==> src/rtl/icache_mem_responder.sv <==
// icache_mem_responder
// Memory-side line-fill engine for the instruction cache. Takes one line
// request, walks the word-wide instruction memory bus for every word of the
// line, assembles the words and hands the full line back with a one-cycle
// ack. A fill can be abandoned by kill or by the cache dropping its request;
// an outstanding memory read is always allowed to finish before returning
// to idle, because the memory bus has no cancel.
module icache_mem_responder #(
   parameter int ADDR_W = 32,
   parameter int WORD_W = 32,
   parameter int LINE_W = 128
) (
   input  logic              clk_i,
   input  logic              rst_i,
   // cache side
   input  logic              icache2mem_req_i,
   input  logic [ADDR_W-1:0] icache2mem_addr_i,
   input  logic              icache2mem_kill_i,
   output logic              mem2icache_ack_o,
   output logic [LINE_W-1:0] mem2icache_data_o,
   // instruction memory side
   output logic              mem_req_o,
   output logic [ADDR_W-1:0] mem_addr_o,
   input  logic [WORD_W-1:0] mem_rdata_i,
   input  logic              mem_ack_i
);

   // LINE_W must be a multiple of WORD_W and hold at least two words.
   localparam int BEATS      = LINE_W / WORD_W;
   localparam int BEAT_W     = $clog2(BEATS);
   localparam int OFF_W      = $clog2(LINE_W / 8);
   localparam int WORD_BYTES = WORD_W / 8;

   typedef enum logic [1:0] {
      IDLE  = 2'd0,
      FETCH = 2'd1,
      RESP  = 2'd2,
      ABORT = 2'd3
   } state_t;

   state_t            state_q;
   logic [BEAT_W-1:0] beat_q;
   logic [ADDR_W-1:0] addr_q;
   logic [LINE_W-1:0] line_q;
   logic [LINE_W-1:0] data_q;
   logic              req_q;
   logic              ack_q;

   // line buffer with the current memory word merged into the current beat slot
   logic [LINE_W-1:0] line_d;
   // line-aligned fill base derived from the cache address
   logic [ADDR_W-1:0] base_d;
   logic              last_beat_d;
   logic              abort_d;

   // offset bits inside the line select nothing; the fill always starts at word 0
   logic              addr_offset_unused;
   assign addr_offset_unused = ^icache2mem_addr_i[OFF_W-1:0];

   assign base_d      = {icache2mem_addr_i[ADDR_W-1:OFF_W], {OFF_W{1'b0}}};
   assign last_beat_d = (beat_q == BEAT_W'(BEATS - 1));
   assign abort_d     = icache2mem_kill_i || !icache2mem_req_i;

   // Word slot gi takes the memory data when it is the beat in flight, so beat 0
   // lands in the least-significant word of the line.
   for (genvar gi = 0; gi < BEATS; gi++) begin : g_merge
      assign line_d[gi*WORD_W +: WORD_W] = (beat_q == BEAT_W'(gi)) ? mem_rdata_i
                                                                   : line_q[gi*WORD_W +: WORD_W];
   end

   // Fill sequencer: every output is a register; only the ack is gated by kill.
   always_ff @(posedge clk_i) begin
      if (rst_i) begin
         state_q <= IDLE;
         beat_q  <= '0;
         addr_q  <= '0;
         line_q  <= '0;
         data_q  <= '0;
         req_q   <= 1'b0;
         ack_q   <= 1'b0;
      end else begin
         ack_q <= 1'b0;
         case (state_q)
            IDLE: begin
               if (icache2mem_req_i && !icache2mem_kill_i) begin
                  addr_q  <= base_d;
                  beat_q  <= '0;
                  req_q   <= 1'b1;
                  state_q <= FETCH;
               end
            end
            FETCH: begin
               if (abort_d) begin
                  // a word returning in the abort cycle is simply dropped
                  if (mem_ack_i) begin
                     req_q   <= 1'b0;
                     state_q <= IDLE;
                  end else begin
                     state_q <= ABORT;
                  end
               end else if (mem_ack_i) begin
                  line_q <= line_d;
                  if (last_beat_d) begin
                     data_q  <= line_d;
                     req_q   <= 1'b0;
                     ack_q   <= 1'b1;
                     state_q <= RESP;
                  end else begin
                     beat_q <= beat_q + 1'b1;
                     addr_q <= addr_q + ADDR_W'(WORD_BYTES);
                  end
               end
            end
            RESP: begin
               state_q <= IDLE;
            end
            ABORT: begin
               // keep the read asserted until memory completes it, then discard
               if (mem_ack_i) begin
                  req_q   <= 1'b0;
                  state_q <= IDLE;
               end
            end
            default: begin
               state_q <= IDLE;
            end
         endcase
      end
   end

   assign mem2icache_ack_o  = ack_q && !icache2mem_kill_i;
   assign mem2icache_data_o = data_q;
   assign mem_req_o         = req_q;
   assign mem_addr_o        = addr_q;

endmodule

==> config.mk <==
export PLATFORM = sky130hd
export DESIGN_NAME = icache_mem_responder
export DESIGN_NICKNAME = d
export VERILOG_FILES = /design/src/rtl/icache_mem_responder.sv
export SDC_FILE = /design/constraint.sdc
export NUM_CORES = 1
export LEC_CHECK = 0
export BUFFER_PORTS_ARGS = -buffer_cell sky130_fd_sc_hd__buf_4
export CORE_MARGIN = 2
export CORE_UTILIZATION = 40
export CTS_BUF_LIST = sky130_fd_sc_hd__clkbuf_16
export CTS_CLUSTER_SIZE = 20
export DETAILED_ROUTE_END_ITERATION = 7
export SLEW_MARGIN = 20
export SYNTH_ARGS = -nofsm -noshare
export SYNTH_HDL_FRONTEND = slang
export SYNTH_SLANG_ARGS = --single-unit
==> constraint.sdc <==
create_clock -name clk_i -period 2.1 [get_ports clk_i]
set_input_delay 0.105 -clock clk_i [delete_from_list [all_inputs] [get_ports clk_i]]
set_output_delay 0.105 -clock clk_i [all_outputs]
set_load 0.02 [all_outputs]
======== Word level (Yosys, flattened, before mapping) ========
Cells that the tools add are included.
W data, S select, Z words.
storage, ports and cells
  bits of input ports ..................... 69
  flip-flop bits (word level) ............. 294
  output and inout port bits .............. 162
cells by class
  mux-type cells .......................... 28
  equality and inequality tests ........... 13
  bitwise gates (word level) .............. 3
  $add $sub $neg .......................... 2
  reduce and logical (&&, ||, !) cells .... 15
operator list
  operator                 count
  $mux W32                 8
  $pmux W32 S2             1
  $add A32 B3 Y32 const B  1
  $mux W2                  10
  $reduce_and A4 Y1        3
  $ne A2 B2 Y1 const B     5
  $eq A2 B2 Y1 const B     4
  $pmux W2 S4              1
  $mux W1                  6
  $ne A3 B3 Y1 const B     2
  $reduce_and A5 Y1        1
  $eq A2 B1 Y1 const B     2
  $logic_not A2 Y1         2
  $pmux W2 S2              1
  $reduce_or A4 Y1         1
  $not A1 Y1               3
  $pmux W1 S3              1
  $reduce_and A3 Y1        1
  $reduce_bool A3 Y1       1
  $add A2 B1 Y2 const B    1
  $logic_and A1 B1 Y1      2
  $logic_not A1 Y1         2
  $reduce_bool A2 Y1       1
  $logic_or A1 B1 Y1       1

======== Depth between registers and ports, before layout ========
Gate-level depths: netlist of the first run.
  depth in word-level cells ............... 5
  depth in mapped cells ................... 8
  gate-level depth less buffers ........... 6

======== Worst setup path before layout of the first run ========
OpenSTA, ideal clock, no wires.
  kind .................................... reg2reg
  from .................................... register addr_q[2], in the netlist mem_addr_o[2]
  to ...................................... register addr_q[26], in the netlist mem_addr_o[26]
  library setup time ...................... 74 ps
  stages on the path, launching flop included .. 8
  path slack .............................. 2 ps
  arrival time ............................ 2024 ps
  cells stage by stage .................... dfxtp_1 > ha_1 > and4_1 > clkbuf_1 > nand2_1 > nor4b_2 > mux2_4 > a31oi_2
on the way
  longest elaborated chain between the ends .. 5
ends and longest elaborated chain
  element                 line  source
  start, declared         43    logic [ADDR_W-1:0] addr_q;
  start signal, assigned  86    addr_q <= base_d;
  start signal, assigned  110   addr_q <= addr_q + ADDR_W'(WORD_BYTES);
  $add A32 B3 Y32         110
  $mux W32                103   if (last_beat_d) begin
  $mux W32                101   end else if (mem_ack_i) begin
  $mux W32                93    if (abort_d) begin
  $pmux W32 S2            83    case (state_q)
No other way between the ends. The select of a mux whose other input is x is not followed.
A chain may end at the register's enable or synchronous reset.

======== Final worst setup path of the first run ========
  from .................................... register addr_q[10], in the netlist mem_addr_o[10]
  to ...................................... register addr_q[26], in the netlist mem_addr_o[26]
Same word-level chain as after synthesis.

==> results of run 1 <==
worst max path at each step:
stage	startpoint	endpoint	slack, ps	depth (start not counted)
floorplan	mem_addr_o[2]$_SDFFE_PP0P_	mem_addr_o[26]$_SDFFE_PP0P_	2	7
global route	mem_addr_o[10]$_SDFFE_PP0P_	mem_addr_o[26]$_SDFFE_PP0P_	0.08	5
detailed placement	mem_addr_o[10]$_SDFFE_PP0P_	mem_addr_o[26]$_SDFFE_PP0P_	150	5
finish	mem_addr_o[10]$_SDFFE_PP0P_	mem_addr_o[26]$_SDFFE_PP0P_	150	5
global placement	mem_addr_o[10]$_SDFFE_PP0P_	mem_addr_o[26]$_SDFFE_PP0P_	160	5
CTS	mem_addr_o[10]$_SDFFE_PP0P_	mem_addr_o[26]$_SDFFE_PP0P_	130	5
power breakdown:
part / switching, uW / internal (uW) / leakage [uW]
logic: 400 / 322 / 0.00290
clock network: 2100 / 3190 / 0.000494
registers: 49.0 / 4970 / 0.00210
final cells by class:
| class | instances | area, um^2 | area share, % |
|---|---|---|---|
| clock inverter | 24 | 298 | 2.04 |
| inverter | 6 | 22.5 | 0.155 |
| multi-input combinational | 934 | 5200 | 35.7 |
| clock buffer | 28 | 701 | 4.81 |
| tap | 341 | 427 | 2.93 |
| sequential | 260 | 5200 | 35.7 |
| timing repair buffer | 329 | 2720 | 18.7 |
metrics by stage:
stage | area (um^2) | power, uW | worst slack (ps) | hold WS, ps
6_report | 14600 | 11000 | 151 | 27.4
2_1_floorplan | 10900 | 5430 | 1.52 | 239
5_1_grt | 14600 | 11400 | 0.0828 | 38.9
3_5_place_dp | 13000 | 5760 | 150 | 407
4_1_cts | 14600 | 11100 | 133 | 7.86
3_3_place_gp | 13000 | 5760 | 156 | 402
critical path, delay by kind of cell (launching register included):
family / cells / cell delay, ps
multiplexers: 1 / 340
AO/OA/AOI/OAI: 1 / 120
AND/OR/NAND/NOR: 3 / 990
flip-flops: 1 / 440
synthesized netlist by cell type, drive strengths merged (2+ instances only):
| cell | n | area (um^2) |
|---|---|---|
| a211oi | 100 | 751 |
| and4 | 5 | 43.8 |
| o31a | 2 | 17.5 |
| a2bb2oi | 4 | 35.0 |
| buf | 26 | 136 |
| dfxtp | 260 | 5200 |
| and3 | 14 | 87.6 |
| nor4 | 4 | 31.3 |
| nand4 | 10 | 62.6 |
| nor3b | 2 | 15.0 |
| o21ai | 14 | 70.1 |
| mux2i | 99 | 991 |
| nor2b | 2 | 12.5 |
| nand2b | 5 | 31.3 |
| inv | 6 | 22.5 |
| clkbuf | 92 | 345 |
| a22o | 2 | 17.5 |
| nor2 | 127 | 477 |
| nor3 | 20 | 100 |
| a21oi | 162 | 811 |
| ha | 5 | 62.6 |
| o32ai | 2 | 17.5 |
| and2 | 3 | 18.8 |
| o21bai | 4 | 30.0 |
| o22ai | 3 | 18.8 |
| nand2 | 292 | 1100 |
| a22oi | 3 | 22.5 |
| or3 | 4 | 25.0 |
| o31ai | 3 | 22.5 |
| a21o | 2 | 15.0 |
| nand3 | 20 | 100 |
| a31oi | 4 | 31.3 |
logic make-up after synthesis:
family	share of synthesized area, %
AOI/OAI and AO/OA	17.8
adders and majority gates	0.575
DFF	47.9
other	0.0345
muxes	9.25
buffers and inverters	4.64
and+or+nand+nor	19.9
flip-flops by register name, summed over array words and instances (netlist names):
| register | cells |
|---|---|
| mem2icache_data_o | 128 |
| line_q | 96 |
| mem_addr_o | 30 |
| beat_q | 2 |
| state_q | 2 |
| ack_q | 1 |
| mem_req_o | 1 |
layer usage:
metal	routed length, um	global-route usage (%)
met5	0	0
met4	753	5.10
met3	1650	3.51
met2	14500	35.5
met1	14600	28.8
what timing repair did:
item	4_1_cts	5_1_grt
hold buffers	59	0
setup endpoints to repair	0	3
hold endpoints to repair	245	0
gates resized for setup	0	3
==> impl_metrics.py, run 1 <==
metrics = {
    "global_routing": {
        "grt_pass1_vias": 9184,
        "grt_max_degree": 124,
        "grt_pass1_wl_um": 49400,
        "grt-ovfl-total": 0,
        "grtUsageTotal_pct": 21.3,
        "antenna_found_initial": 0,
    },
    "setup_path": {
        "slowest_stage": "dfxtp_1",
        "r2r-end": "mem_addr_o[26]$_SDFFE_PP0P_",
        "rrSetupSlack_ps": 150,
        "required_ps": 2580,
        "rr_worst_depth": 5,
        "start_kind": "flop",
        "cpPeakStageDelay_ps": 440,
        "critical_path_class": "reg -> reg",
        "cp.arrival_ps": 2420,
        "cp_max_fo": 7,
        "cp-end-kind": "flop",
        "rr_startpoint": "mem_addr_o[10]$_SDFFE_PP0P_",
        "crit_chain": "and4_1 -> nand4_1 -> nor4b_4 -> mux2_4 -> a31oi_2",
    },
    "place": {
        "dp_cells": 1811,
        "io_buffers": 224,
        "hpwl_um": 20100,
        "gp_congestion": 0.829,
    },
    "clock_tree": {
        "cts_buffer_depth": 3,
        "cts_made_buffers": 28,
        "clk_latency_ps": 550,
        "cts_num_sinks": 260,
        "cts_tree": "built",
        "path_clk_slew_ps": 70,
        "htreeDepth": 1,
        "clock-root-buffer": "clkbuf_16",
        "post_cts_buffers": 0,
    },
    "min_path": {
        "hp-class": "in -> reg",
        "holdPathStages": 4,
        "min_from": "icache2mem_addr_i[16]",
        "whs_endpoint": "mem_addr_o[16]$_SDFFE_PP0P_",
    },
    "timing": {
        "setup_viol": 0,
        "fin_skew_ps": 18.2,
        "min_period_ps": 1950,
        "rsz0062_at_grt": "no",
        "finalSetupTns_ps": 0,
        "fin_crit_sh_pct": 92.8,
        "maxSlewViolCount": 0,
        "tightest_slew_ps": 539,
        "report.final.hold_viol_count": 0,
        "timing.slew.headroom_pct": 63.7,
        "fmax_mhz": 513,
    },
    "synthesis": {
        "synth.avg_cell_area_um2": 8.26,
        "synth_edf_count": 0,
        "async_reset_ff_share_pct": 0,
        "synth_seq_cells": 260,
        "yosys_warnings": 0,
        "synth_flop_cell": "dfxtp_1",
        "syn_inst": 1317,
        "ys_types": 53,
        "syn-cell-area_mm2": 0.0109,
        "ys_seq_area_share_pct": 47.9,
    },
    "floorplan": {
        "std_cell_rows": 60,
        "die_h_um": 169,
        "ios": 231,
        "die_area_mm2": 0.0285,
        "coreArea_mm2": 0.0268,
        "die_w_um": 169,
        "initial_core_util_pct": 40.6,
    },
    "outcome": {
        "status": "completed",
    },
    "drt": {
        "drt-initial-drc-count": 542,
        "drt_pass1_iterations": 5,
        "wl_per_cell_um": 16.4,
        "drc": 0,
        "drt-vias-per-instance": 5.15,
        "via_count": 9899,
        "antenna_left": 0,
        "wirelength_um": 31500,
    },
    "cells_and_area": {
        "final_util_pct": 54.4,
        "layout_commonest_cell": "nand2_1",
        "stdcell_count": 1922,
        "final_cell_mix": "nand2_1, buf_4, dfxtp_1, a21oi_1, nor2_1",
        "final_nets": 1633,
        "diodes": 0,
        "n_fill_cell": 2524,
        "syn2layout_area_growth_pct": 34.0,
        "layout-drive-gt1-share_pct": 20.8,
    },
    "pwr": {
        "pwr_density_cell_mw_per_mm2": 757,
        "p_leak_uw": 0.00549,
        "peakVddDrop_v": 0.000527,
    },
    "flow_run": {
        "maxCapViolCount": 0,
    },
}
(Power assumes the default switching activity.)
==> run 2, diff against run 1 <==
--- a/config.mk
+++ b/config.mk
@@ -5,6 +5,7 @@
 export SDC_FILE = /design/constraint.sdc
 export NUM_CORES = 1
 export LEC_CHECK = 0
+export ABC_AREA = 1
 export BUFFER_PORTS_ARGS = -buffer_cell sky130_fd_sc_hd__buf_4
 export CORE_MARGIN = 2
 export CORE_UTILIZATION = 40
@@ -15,3 +16,4 @@
 export SYNTH_ARGS = -nofsm -noshare
 export SYNTH_HDL_FRONTEND = slang
 export SYNTH_SLANG_ARGS = --single-unit
+export TNS_END_PERCENT = 50
==> run 2 against run 1 <==
  * Fmax fell by 1.1%
  * Via count increased by 9.2%
  * Clock power down 15%
  * Largest power group is now registers
  * Highest routed layer unchanged
  * Non-clock buffer count up 1
  * Count of clock-buffer cells in the layout did not move
  * Critical path type unchanged
  * First-iteration DRC count up 37%
==> impl_metrics.py, run 2 <==
metrics = {
    "global_routing": {
        "grt_pass1_vias": 10200,
        "grt_pass1_wl_um": 52000,
        "grt-ovfl-total": 0,
        "antenna_found_initial": 0,
        "grtUsageTotal_pct": 21.9,
        "grt_max_degree": 112,
    },
    "clock_tree": {
        "cts_num_sinks": 260,
        "cts_buffer_depth": 3,
        "post_cts_buffers": 0,
        "clk_latency_ps": 550,
        "clock-root-buffer": "clkbuf_16",
        "path_clk_slew_ps": 60,
        "htreeDepth": 1,
        "cts_made_buffers": 28,
        "cts_tree": "built",
    },
    "cells_and_area": {
        "largest_reg_flops": 128,
        "final_nets": 1876,
        "layout-drive-gt1-share_pct": 18.8,
        "diodes": 0,
        "stdcell_count": 2200,
        "final_cell_mix": "nand2_1, dfxtp_1, buf_4, a21oi_1, o21ai_0",
        "layout_commonest_cell": "nand2_1",
        "syn2layout_area_growth_pct": 31.9,
    },
    "drt": {
        "route.met2.wl_um": 17000,
        "antenna_left": 0,
        "wl_per_cell_um": 15.2,
        "drc": 0,
        "via_count": 10800,
        "drt-vias-per-instance": 4.91,
        "wirelength_um": 33500,
        "top_layer_used": "met4",
        "m1WireLength_um": 13900,
        "route.met3.wl_um": 1700,
        "drt-initial-drc-count": 740,
        "drt_pass1_iterations": 4,
    },
    "flow_run": {
        "maxCapViolCount": 0,
    },
    "setup_path": {
        "r2r-end": "mem2icache_data_o[119]$_SDFFE_PP0P_",
        "rr_worst_depth": 7,
        "timing.critical_path.buf_inv": 3,
        "slowest_stage": "dlygate4sd3_1",
        "required_ps": 2530,
        "cp.arrival_ps": 2400,
        "crit_chain": "inv_2 -> nor3_4 -> nand3_4 -> buf_4 -> nand3_1 -> o21ai_1 -> dlygate4sd3_1",
        "cpPeakStageDelay_ps": 560,
        "rrSetupSlack_ps": 130,
        "rr_startpoint": "state_q[0]$_SDFFE_PP0P_",
        "start_kind": "flop",
        "cp-end-kind": "flop",
        "critical_path_class": "reg -> reg",
        "cp_max_fo": 27,
        "cp_top_family": "buffers and inverters",
    },
    "timing": {
        "rsz0062_at_grt": "no",
        "finalSetupTns_ps": 0,
        "fmax_mhz": 507,
        "timing.slew.headroom_pct": 45.8,
        "setup_viol": 0,
        "fin_crit_sh_pct": 93.9,
        "report.final.hold_viol_count": 0,
        "tightest_slew_ps": 813,
        "timing.hold.ws_ps": 49.7,
        "fin_skew_ps": 11.8,
        "min_period_ps": 1970,
        "maxSlewViolCount": 0,
    },
    "synthesis": {
        "syn-cell-area_mm2": 0.0112,
        "ys_types": 32,
        "yosysMostFrequentCell": "nand2_1",
        "async_reset_ff_share_pct": 0,
        "synth.avg_cell_area_um2": 7.23,
        "synth_flop_cell": "dfxtp_1",
        "synth_commonest_cells": "nand2_1, dfxtp_1, a21oi_1",
        "synthTopCellsByArea": "dfxtp_1, nand2_1, a21oi_1, o21ai_0, nand3_1",
        "synth_seq_cells": 260,
        "synth_edf_count": 0,
        "yosys_warnings": 0,
        "synth_top_area_share_pct": 46.3,
        "synth_top_area_cell": "dfxtp_1",
        "ys_seq_area_share_pct": 46.3,
        "syn_inst": 1554,
    },
    "floorplan": {
        "die_w_um": 172,
        "coreArea_mm2": 0.0277,
        "ios": 231,
        "std_cell_rows": 61,
        "initial_core_util_pct": 40.6,
        "die_area_mm2": 0.0294,
        "die_h_um": 172,
    },
    "min_path": {
        "whs_endpoint": "state_q[0]$_SDFFE_PP0P_",
        "min_from": "icache2mem_kill_i",
        "holdPathStages": 6,
        "hp-class": "in -> reg",
    },
    "pwr": {
        "peakVddDrop_v": 0.000482,
        "p_leak_uw": 0.00605,
        "pwr_density_cell_mw_per_mm2": 717,
    },
    "outcome": {
        "status": "completed",
    },
    "place": {
        "io_buffers": 224,
        "gp_congestion": 0.830,
        "dp_cells": 2073,
        "hpwl_um": 22000,
    },
}
run 2: worst reg2reg max path: stages (launching register included):
cell and delay (ps):
dfxtp_1 420, inv_2 70, nor3_4 240, nand3_4 140
buf_4 260, nand3_1 110, o21ai_1 60, dlygate4sd3_1 560
run 2: kinds of logic (layout without fill, tap and decap cells):
| kind of cell | count (synthesis) | count (layout) | share of synthesized area [%] |
|---|---|---|---|
| buf+inv | 244 | 511 | 9.10 |
| simple gates | 594 | 594 | 21.6 |
| other cells | 1 | 2 | 0.0334 |
| flops | 260 | 260 | 46.3 |
| mux | 38 | 38 | 3.81 |
| compound gates | 412 | 412 | 18.6 |
| fa+ha+maj | 5 | 5 | 0.557 |
run 2: how the worst max path moves through the flow:
stage,start,end,slack (ps),depth (start not counted)
after floorplan,beat_q[0]$_SDFFE_PP0P_,line_q[75]$_SDFFE_PP0P_,420,7
after global placement,mem_addr_o[3]$_SDFFE_PP0P_,mem_addr_o[26]$_SDFFE_PP0P_,260,10
after detailed placement,mem_addr_o[3]$_SDFFE_PP0P_,mem_addr_o[26]$_SDFFE_PP0P_,240,10
after CTS,state_q[0]$_SDFFE_PP0P_,mem2icache_data_o[121]$_SDFFE_PP0P_,100,7
after global routing,state_q[0]$_SDFFE_PP0P_,mem2icache_data_o[119]$_SDFFE_PP0P_,20,7
final,state_q[0]$_SDFFE_PP0P_,mem2icache_data_o[119]$_SDFFE_PP0P_,130,7
run 2: power by group:
group / switching (uW) / internal (uW)
registers: 64.4 / 5000
clock network: 1980 / 2520
logic: 623 / 432
run 2: what timing repair did:
| action | 4_1_cts | 5_1_grt |
|---|---|---|
| resized for setup | 0 | 1 |
| hold buffers | 77 | 0 |
| setup endpoints to repair | 0 | 4 |
| hold endpoints to repair | 73 | 0 |
run 2: area by class of cell:
class	instances	area, um^2
clock inverters	22	125
inverters	131	500
well taps	378	473
repair buffers	330	2770
fillers	2719	12900
flip-flops and latches	260	5200
clock buffers	28	701
multi-input cells	1051	5040
run 2: metrics by stage:
step | setup WS (ps) | utilization, % | total power [uW] | cell area [um^2]
global placement | 262 | 47.7 | 6120 | 13200
floorplan | 417 | - | 5750 | 11200
finish | 129 | 53.5 | 10600 | 14800
CTS | 97.2 | 53.5 | 10700 | 14800
detailed placement | 237 | 47.7 | 6130 | 13200
global route | 16.9 | 53.5 | 11000 | 14800
run 2: metal layers:
metal / vias up / global-route usage (%)
met3: 56 / 3.61
met1: 4928 / 25.9
met4: 0 / 6.74
met5: - / 0
li1: 5575 / -
met2: 249 / 40.4
